### src/rtl/clock_disp_pkg.sv
// Shared types, segment constants and the nibble-to-segment function for the clock display path.
package clock_disp_pkg;

  localparam int NUM_DIGITS = 6;

  // Segment order {g,f,e,d,c,b,a}, active high.
  localparam logic [6:0] SEG_0   = 7'h3F;
  localparam logic [6:0] SEG_1   = 7'h06;
  localparam logic [6:0] SEG_2   = 7'h5B;
  localparam logic [6:0] SEG_3   = 7'h4F;
  localparam logic [6:0] SEG_4   = 7'h66;
  localparam logic [6:0] SEG_5   = 7'h6D;
  localparam logic [6:0] SEG_6   = 7'h7D;
  localparam logic [6:0] SEG_7   = 7'h07;
  localparam logic [6:0] SEG_8   = 7'h7F;
  localparam logic [6:0] SEG_9   = 7'h6F;
  localparam logic [6:0] SEG_ERR = 7'h79;

  typedef struct packed {
    logic       pm;
    logic [7:0] hh;
    logic [7:0] mm;
    logic [7:0] ss;
  } time_snap_t;

  localparam time_snap_t SNAP_RST = '{pm: 1'b0, hh: 8'h12, mm: 8'h00, ss: 8'h00};

  function automatic logic [6:0] bcd_to_seg(input logic [3:0] nib);
    logic [6:0] seg_v;
    case (nib)
      4'd0:    seg_v = SEG_0;
      4'd1:    seg_v = SEG_1;
      4'd2:    seg_v = SEG_2;
      4'd3:    seg_v = SEG_3;
      4'd4:    seg_v = SEG_4;
      4'd5:    seg_v = SEG_5;
      4'd6:    seg_v = SEG_6;
      4'd7:    seg_v = SEG_7;
      4'd8:    seg_v = SEG_8;
      4'd9:    seg_v = SEG_9;
      default: seg_v = SEG_ERR;
    endcase
    return seg_v;
  endfunction

endpackage

### src/rtl/bcd7seg_dec.sv
// Combinational BCD nibble to 7-segment decoder; non-decimal nibbles show 'E'.
module bcd7seg_dec
  import clock_disp_pkg::*;
(
  input  logic [3:0] i_nib,
  output logic [6:0] o_seg
);

  assign o_seg = bcd_to_seg(i_nib);

endmodule

### src/rtl/clock_digit_scan.sv
// Six-digit multiplexed 7-segment scanner for a 12-hour BCD clock with per-frame snapshot.
// Optional build macro CLOCK_SCAN_BLINK_EN: separator dots blink with seconds LSB.
module clock_digit_scan
  import clock_disp_pkg::*;
#(
  parameter int SCAN_DIV  = 1000,
  parameter int BLANK_CYC = 2
) (
  input  logic       clk,
  input  logic       reset_n,
  input  logic       pm,
  input  logic [7:0] hh,
  input  logic [7:0] mm,
  input  logic [7:0] ss,
  output logic [5:0] digit_sel,
  output logic [6:0] seg,
  output logic       dp,
  output logic       frame_start
);

  localparam int             CW        = $clog2(SCAN_DIV);
  localparam logic [CW-1:0]  CNT_LAST  = CW'(SCAN_DIV - 1);
  localparam logic [CW-1:0]  CNT_ONE   = CW'(1);
  localparam logic [CW-1:0]  BLANK_LIM = CW'(BLANK_CYC);
  localparam logic [2:0]     IDX_LAST  = 3'(NUM_DIGITS - 1);

  logic [CW-1:0] r_cnt;
  logic [2:0]    r_idx;
  time_snap_t    r_snap;
  logic          r_first;
  logic [5:0]    r_digit_sel;
  logic [6:0]    r_seg;
  logic          r_dp;
  logic          r_frame_start;

  time_snap_t    w_in;
  time_snap_t    w_snap;
  logic          w_cnt_last;
  logic          w_frame_end;
  logic          w_blank;
  logic          w_sep_dp;
  logic [3:0]    w_nib;
  logic [6:0]    w_dec;
  logic [5:0]    w_sel_nxt;
  logic [6:0]    w_seg_nxt;
  logic          w_dp_nxt;

  assign w_in        = {pm, hh, mm, ss};
  assign w_cnt_last  = (r_cnt == CNT_LAST);
  assign w_frame_end = w_cnt_last && (r_idx == IDX_LAST);
  assign w_blank     = (r_cnt < BLANK_LIM);
  // The first post-reset cycle displays the values being captured, not the reset snapshot.
  assign w_snap      = r_first ? w_in : r_snap;

`ifdef CLOCK_SCAN_BLINK_EN
  assign w_sep_dp = ~w_snap.ss[0];
`else
  assign w_sep_dp = 1'b1;
`endif

  // Select the BCD nibble for the active digit.
  always_comb begin
    w_nib = 4'h0;
    case (r_idx)
      3'd0:    w_nib = w_snap.ss[3:0];
      3'd1:    w_nib = w_snap.ss[7:4];
      3'd2:    w_nib = w_snap.mm[3:0];
      3'd3:    w_nib = w_snap.mm[7:4];
      3'd4:    w_nib = w_snap.hh[3:0];
      3'd5:    w_nib = w_snap.hh[7:4];
      default: w_nib = 4'h0;
    endcase
  end

  bcd7seg_dec u_dec (
    .i_nib (w_nib),
    .o_seg (w_dec)
  );

  // Next output values: dead time, leading-zero blanking and dot rules.
  always_comb begin
    w_sel_nxt = 6'h00;
    w_seg_nxt = 7'h00;
    w_dp_nxt  = 1'b0;
    if (!w_blank) begin
      w_sel_nxt = 6'h01 << r_idx;
      if ((r_idx == IDX_LAST) && (w_snap.hh[7:4] == 4'h0)) begin
        w_seg_nxt = 7'h00;
      end else begin
        w_seg_nxt = w_dec;
      end
      case (r_idx)
        3'd0:       w_dp_nxt = w_snap.pm;
        3'd2, 3'd4: w_dp_nxt = w_sep_dp;
        default:    w_dp_nxt = 1'b0;
      endcase
    end else begin
      w_sel_nxt = 6'h00;
      w_seg_nxt = 7'h00;
      w_dp_nxt  = 1'b0;
    end
  end

  // Slot counter and digit index.
  always_ff @(posedge clk or negedge reset_n) begin
    if (!reset_n) begin
      r_cnt <= '0;
      r_idx <= 3'd0;
    end else if (w_cnt_last) begin
      r_cnt <= '0;
      r_idx <= (r_idx == IDX_LAST) ? 3'd0 : (r_idx + 3'd1);
    end else begin
      r_cnt <= r_cnt + CNT_ONE;
    end
  end

  // Frame snapshot, taken at frame end and on the first edge after reset.
  always_ff @(posedge clk or negedge reset_n) begin
    if (!reset_n) begin
      r_snap  <= SNAP_RST;
      r_first <= 1'b1;
    end else begin
      r_first <= 1'b0;
      if (r_first || w_frame_end) begin
        r_snap <= w_in;
      end
    end
  end

  // Registered display outputs.
  always_ff @(posedge clk or negedge reset_n) begin
    if (!reset_n) begin
      r_digit_sel   <= 6'h00;
      r_seg         <= 7'h00;
      r_dp          <= 1'b0;
      r_frame_start <= 1'b0;
    end else begin
      r_digit_sel   <= w_sel_nxt;
      r_seg         <= w_seg_nxt;
      r_dp          <= w_dp_nxt;
      r_frame_start <= (r_cnt == '0) && (r_idx == 3'd0);
    end
  end

  assign digit_sel   = r_digit_sel;
  assign seg         = r_seg;
  assign dp          = r_dp;
  assign frame_start = r_frame_start;

endmodule
### config.mk
export PLATFORM = sky130hd
export DESIGN_NAME = clock_digit_scan
export DESIGN_NICKNAME = d
export VERILOG_FILES = /design/src/rtl/clock_disp_pkg.sv /design/src/rtl/bcd7seg_dec.sv /design/src/rtl/clock_digit_scan.sv
export SDC_FILE = /design/constraint.sdc
export NUM_CORES = 1
export LEC_CHECK = 0
export CORE_MARGIN = 4
export CORE_UTILIZATION = 57
export DETAILED_ROUTE_END_ITERATION = 10
export PLACE_DENSITY_LB_ADDON = 0.1
export SLEW_MARGIN = 20
export SYNTH_ARGS = -nofsm -noshare
export SYNTH_HDL_FRONTEND = slang
export SYNTH_HIERARCHICAL = 1
export SYNTH_SLANG_ARGS = --single-unit
### constraint.sdc
create_clock -name clk -period 4.5 [get_ports clk]
set_clock_uncertainty 0.15 [all_clocks]
set_input_delay 0.675 -clock clk [delete_from_list [all_inputs] [get_ports clk]]
set_output_delay 0.675 -clock clk [all_outputs]
set_load 0.02 [all_outputs]
==> flow_summary.json, run 1 <==
{
  "swShare": 0.247,
  "drv_cap": 0,
  "synth-edff-count": 0,
  "gr-total-overflow": 0,
  "drcViolationCount": 0,
  "htree_num_levels": 2,
  "grt_pass1_wl_um": 8580,
  "postCtsHoldBufs": 0,
  "nets": 313,
  "start_util": 0.594,
  "clkSinkCount": 54,
  "power.leakage_nw": 1.50,
  "grt_pass1_vias": 1768,
  "setup_viol": 0,
  "cts_resized": 0,
  "rsz0062_at_grt": "false",
  "mostFrequentLayoutCell": "dfrtp_1",
  "period_share": 0.695,
  "num_vias": 1861,
  "detail_route.wl_per_cell_um": 15.2,
  "placed_cells": 337,
  "setup_ws_ns": 1.37,
  "die_area_um2": 6180,
  "ys.flop_type": "dfrtp_1",
  "antenna_found_initial": 0,
  "irDropWorstVdd_uv": 171,
  "cts_buffers": 5,
  "die_height_um": 78.6,
  "instances_no_fill": 345,
  "max-slew-margin-rel": 0.280,
  "crit_path_start_kind": "flip-flop",
  "final_cell_mix": "dfrtp_1 (51), clkdlybuf4s50_1 (40), mux2i_1 (20), mux2_4 (20), nor2_1 (14)",
  "syn_inst": 237,
  "synthArstFlopShare": 1.00,
  "synth_warnings": 6,
  "die_w_um": 78.6,
  "drt-total-wl_um": 5250,
  "dpl_worst_slack_ns": 1.39,
  "seqPwrFrac": 0.556,
  "layout-drive-gt1-share": 0.169,
  "endpoint_kind": "flip-flop",
  "rows": 25,
  "outcome": "finished, final reports clean",
  "pin_count": 42,
  "worst_pin_slew_ns": 1.08,
  "n_antenna_cell": 0,
  "avgSynthCellArea_um2": 12.0,
  "hold_viol": 0,
  "syn_area_um2": 2840,
  "cts.root.buffer_cell": "clkbuf_8",
  "vias_per_cell": 5.39,
  "utilization": 0.702,
  "clockBufferDepth": 2,
  "arrival_ns": 3.18,
  "switchingPower_uw": 239,
  "pwr-share-comb": 0.177,
  "p_int_uw": 731,
  "cts_setup_buffers": 0,
  "use_met3": 0.0459,
  "setup-tns-final_ns": 0,
  "globalplace.congestion": 0.877,
  "yosysSeqAreaShare": 0.477,
  "grt_max_degree": 55,
  "hp-class": "primary input to asynchronous set/reset pin",
  "fp.coreArea_um2": 4790,
  "p_per_area_nw_per_um2": 289,
  "use_met2": 0.275,
  "slew_viol_final": 0,
  "grt.busiest_layer": "met2",
  "path_class": "flip-flop to flip-flop",
  "use_met1": 0.249,
  "area_delta_synth_final_pct": 18.1,
  "ys_types": 46,
  "firstDrtPassIters": 4,
  "grt_usage": 0.180,
  "cts.clk_slew.worst_paths_ns": 0.09,
  "ant_nets": 0,
  "cts_tree": "done",
  "syn_nets": 273,
  "drtIter0Drc": 100,
  "pwr-share-clk": 0.267,
  "numPortBuffers": 41,
  "dp_hpwl_um": 3610,
  "synth_seq_cells": 54,
  "required_ns": 4.55,
  "rrSetupSlack_ns": 1.37,
  "period_needed_ns": 3.13,
  "fmax_mhz": 320,
  "insertion_delay_ns": 0.30,
  "path_max_fanout": 29
}
==> sequential cells by signal, summed over array words and instances (netlist names) <==
name         flops
digit_sel        6
dp               1
frame_start      1
r_cnt           10
r_first          1
r_idx            3
r_snap          25
seg              7
==> cells in the mapped netlist (2+ instances only) <==
master | number | area share
buf_2 | 4 | 0.0070
nor2_1 | 14 | 0.018
nor2b_1 | 4 | 0.0088
nor4_1 | 2 | 0.0044
o21ai_0 | 7 | 0.012
xnor2_1 | 2 | 0.0062
mux2_2 | 10 | 0.040
a21oi_1 | 3 | 0.0053
or3_1 | 6 | 0.013
and2_1 | 9 | 0.020
ha_1 | 9 | 0.040
mux2i_1 | 20 | 0.070
dfrtp_1 | 51 | 0.45
a2111oi_0 | 2 | 0.0062
nand3_1 | 4 | 0.0070
mux2_4 | 20 | 0.11
nor3_1 | 2 | 0.0035
dfstp_2 | 3 | 0.028
nand2_1 | 11 | 0.015
a21o_1 | 4 | 0.011
inv_1 | 7 | 0.0092
o22ai_1 | 8 | 0.018
buf_4 | 2 | 0.0053
xor2_1 | 4 | 0.012
nand2b_1 | 6 | 0.013
buf_6 | 2 | 0.0079
nand3b_1 | 2 | 0.0053
==> critical path: stages, from the launching register on <==
cell and delay (ns):
dfstp_2 1.06, mux2_2 0.41, nand2_1 0.06, o21ai_0 0.07
or3_1 0.45, inv_1 0.14, ha_1 0.25, nand2b_1 0.14
a21o_1 0.17, and2_1 0.12
==> cell type report <==
cell class,count,area [um2]
inverters,7,26.3
fillers,374,1430
flip-flops and latches,54,1360
well taps,67,83.8
repair buffers,42,413
clock buffers,8,80.1
multi-input cells,167,1400
==> metrics by stage <==
step	instance area (um2)	power, mW	hold slack [ns]
floorplan	2840	0.652	0.229
global placement	3280	0.719	0.336
detailed placement	3280	0.722	0.341
CTS	3360	0.981	0.350
global route	3360	1.02	0.374
finish	3360	0.970	0.336
==> per-layer routing <==
| metal | share of wire | vias up |
|---|---|---|
| li1 | - | 917 |
| met1 | 0.48 | 898 |
| met2 | 0.46 | 40 |
| met3 | 0.047 | 6 |
| met4 | 0.014 | 0 |
| met5 | 0 | - |
==> path summary, 6_finish.rpt <==
check,startpoint,end,cells past startpoint
min in group clk,r_snap[1],r_snap[1],1
hold / removal,reset_n,digit_sel[4],2
hold reg to reg,r_snap[1],r_snap[1],1
setup / recovery,r_first,seg[3],9
setup reg to reg,r_first,seg[3],9
max in group asynchronous,reset_n,r_snap[4],2
==> cells by family after synthesis <==
group                    count (synthesis)  share of synthesized area
adder cells (fa/ha/maj)                  9                     0.0396
other                                    1                    0.00132
buffers and inverters                   16                     0.0308
AND/OR/NAND/NOR                         69                      0.138
flip-flops                              54                      0.477
multiplexers                            50                      0.216
XOR/XNOR                                 6                     0.0185
AO/OA/AOI/OAI                           32                     0.0792
==> power by group through the flow <==
stage	Sequential (mW)	Clock, mW	Combinational, mW
2_1_floorplan	0.552	0	0.0995
3_3_place_gp	0.548	0	0.171
3_5_place_dp	0.549	0	0.173
4_1_cts	0.539	0.267	0.174
5_1_grt	0.544	0.287	0.186
6_report	0.540	0.259	0.172
Power figures use the tool's default switching activity.
==> inputs of run 2 (changes only) <==
--- a/config.mk
+++ b/config.mk
@@ -6,7 +6,7 @@
 export NUM_CORES = 1
 export LEC_CHECK = 0
 export CORE_MARGIN = 4
-export CORE_UTILIZATION = 57
+export CORE_UTILIZATION = 54
 export DETAILED_ROUTE_END_ITERATION = 10
 export PLACE_DENSITY_LB_ADDON = 0.1
 export SLEW_MARGIN = 20
==> constraint.sdc (replaced) <==
create_clock -name clk -period 3.09 [get_ports clk]
set_clock_uncertainty 0.15 [all_clocks]
set_input_delay 0.4635 -clock clk [delete_from_list [all_inputs] [get_ports clk]]
set_output_delay 0.4635 -clock clk [all_outputs]
set_load 0.02 [all_outputs]
==> flow_summary.json, run 2 (synthesis gave the netlist of run 1 again) <==
{
  "outcome": "finished, final reports clean",
  "numPortBuffers": 41,
  "path_max_fanout": 11,
  "pwr-share-clk": 0.311,
  "cts_tree": "done",
  "seqPwrFrac": 0.514,
  "layout-drive-gt1-share": 0.196,
  "die_area_um2": 6490,
  "setup_viol": 0,
  "antenna_found_initial": 0,
  "grt_pass1_wl_um": 9030,
  "cts_resized": 0,
  "start_util": 0.557,
  "pin_count": 42,
  "nets": 320,
  "setup_ws_ns": 0.297,
  "multi_input_area_um2": 1400,
  "grt_max_degree": 24,
  "whs_ns": 0.361,
  "clkSinkCount": 54,
  "drtIter0Drc": 93,
  "mostFrequentLayoutCell": "dfrtp_1",
  "clockBufferDepth": 2,
  "period_share": 0.904,
  "top_register": "r_snap",
  "swShare": 0.243,
  "insertion_delay_ns": 0.31,
  "seqCellArea_um2": 1360,
  "drt-total-wl_um": 5370,
  "crit_path_start_kind": "flip-flop",
  "final_cell_mix": "dfrtp_1 (51), clkdlybuf4s50_1 (40), mux2i_1 (20), mux2_4 (20), nor2_1 (14)",
  "rows": 26,
  "num_vias": 1890,
  "p_per_area_nw_per_um2": 438,
  "drv_cap": 0,
  "period_needed_ns": 2.79,
  "endpoint_kind": "flip-flop",
  "slew_viol_final": 0,
  "power.leakage_nw": 1.56,
  "die_height_um": 80.6,
  "grt_usage": 0.184,
  "rsz0062_at_grt": "false",
  "setup-tns-final_ns": 0,
  "min_from": "r_snap[0]",
  "required_ns": 3.14,
  "fillers": 424,
  "hp-class": "flip-flop to flip-flop",
  "gr-total-overflow": 0,
  "detail_route.wl_per_cell_um": 15.1,
  "dp_hpwl_um": 3980,
  "largest_register_ff_count": 25,
  "vias_per_cell": 5.32,
  "globalplace.congestion": 0.793,
  "pwr-share-comb": 0.175,
  "report.power.total_mw": 1.52,
  "htree_num_levels": 2,
  "max-slew-margin-rel": 0.656,
  "hold_viol": 0,
  "dpl_worst_slack_ns": 0.223,
  "n_antenna_cell": 0,
  "worst_pin_slew_ns": 0.503,
  "die_w_um": 80.6,
  "irDropWorstVdd_uv": 295,
  "cp-startpoint": "r_first",
  "placed_cells": 346,
  "firstDrtPassIters": 4,
  "timing.rr.start": "r_first",
  "cts_buffers": 5,
  "drcViolationCount": 0,
  "path_class": "flip-flop to flip-flop",
  "switchingPower_uw": 368,
  "grt_pass1_vias": 1846,
  "cts.clk_slew.worst_paths_ns": 0.09,
  "fmax_mhz": 358,
  "cts.root.buffer_cell": "clkbuf_8",
  "instances_no_fill": 355,
  "arrival_ns": 2.85,
  "p_int_mw": 1.15,
  "ant_nets": 0,
  "area_delta_synth_final_pct": 21.7,
  "fp.coreArea_um2": 5110
}
[run 2: cell types whose count changed in the layout (fill, tap and decap cells not counted)]
| cell | change |
|---|---|
| clkbuf_1 | -3 |
| dlygate4sd3_1 | +1 |
| buf_4 | +5 |
| clkinv_2 | +2 |
| bufinv_16 | +1 |
| buf_12 | +1 |
[run 2: power groups by stage]
stage | clock, mW | combinational [mW] | sequential [mW]
floorplan | 0 | 0.145 | 0.805
global placement | 0 | 0.263 | 0.792
detailed placement | 0 | 0.267 | 0.793
CTS | 0.483 | 0.269 | 0.780
global route | 0.516 | 0.289 | 0.787
finish | 0.471 | 0.265 | 0.779
[run 2: final cells by class]
cell class | count | area share
clock inverters | 3 | 0.0116
clock buffers | 5 | 0.0199
repair buffers | 49 | 0.139
well taps | 70 | 0.0253
multi-input cells | 167 | 0.405
flip-flops and latches | 54 | 0.392
inverters | 7 | 0.00760
[run 2: per-layer routing]
layer  vias to the layer above  share of wire  GRT usage
li1                        931              -          -
met1                       919           0.49      0.258
met2                        35           0.46      0.277
met3                         5          0.037     0.0527
met4                         0          0.011     0.0507
met5                         -              0          0
[run 2: repair_timing]
item,CTS,global route
hold buffers,1,0
hold endpoints to repair,14,0
buffers inserted,0,0
[run 2: worst max-delay path, stage by stage, from the launching register on]
cell      delay [ns]
dfstp_2         0.68
buf_4           0.26
mux2i_1         0.20
o21ai_0         0.11
or3_1           0.47
inv_1           0.14
ha_1            0.24
nand2b_1        0.14
a21o_1          0.17
and2_1          0.12
[run 2: metrics by stage]
stage,utilization,instance area [um2]
floorplan,-,2840
global placement,0.654,3340
detailed placement,0.654,3340
CTS,0.677,3460
global route,0.677,3460
finish,0.677,3460
[run 2: final timing paths]
kind | endpoint | slack, ns | cells past startpoint
max | seg[3] | 0.30 | 9
min | r_snap[0] | 0.36 | 1
max reg2reg | seg[3] | 0.30 | 9
min reg2reg | r_snap[0] | 0.36 | 1
max in group asynchronous | r_snap[20] | 1.69 | 3
min in group asynchronous | frame_start | 0.43 | 2
==> inputs of run 3 (changes only) <==
--- a/config.mk
+++ b/config.mk
@@ -7,6 +7,7 @@
 export LEC_CHECK = 0
 export CORE_MARGIN = 4
 export CORE_UTILIZATION = 54
+export CTS_CLUSTER_DIAMETER = 30
 export DETAILED_ROUTE_END_ITERATION = 10
 export PLACE_DENSITY_LB_ADDON = 0.1
 export SLEW_MARGIN = 20
==> constraint.sdc (replaced) <==
create_clock -name clk -period 3.09 [get_ports clk]
set_clock_uncertainty 0.15 [all_clocks]
set_input_delay 0.4635 -clock clk [delete_from_list [all_inputs] [get_ports clk]]
set_output_delay 0.4635 -clock clk [all_outputs]
set_load 0.01 [all_outputs]
==> results of run 3 <==
The final DEF is identical to that of run 2. Status: finished, final reports clean.
Main changes from that run: total power 1.52 mW -> 1.50 mW
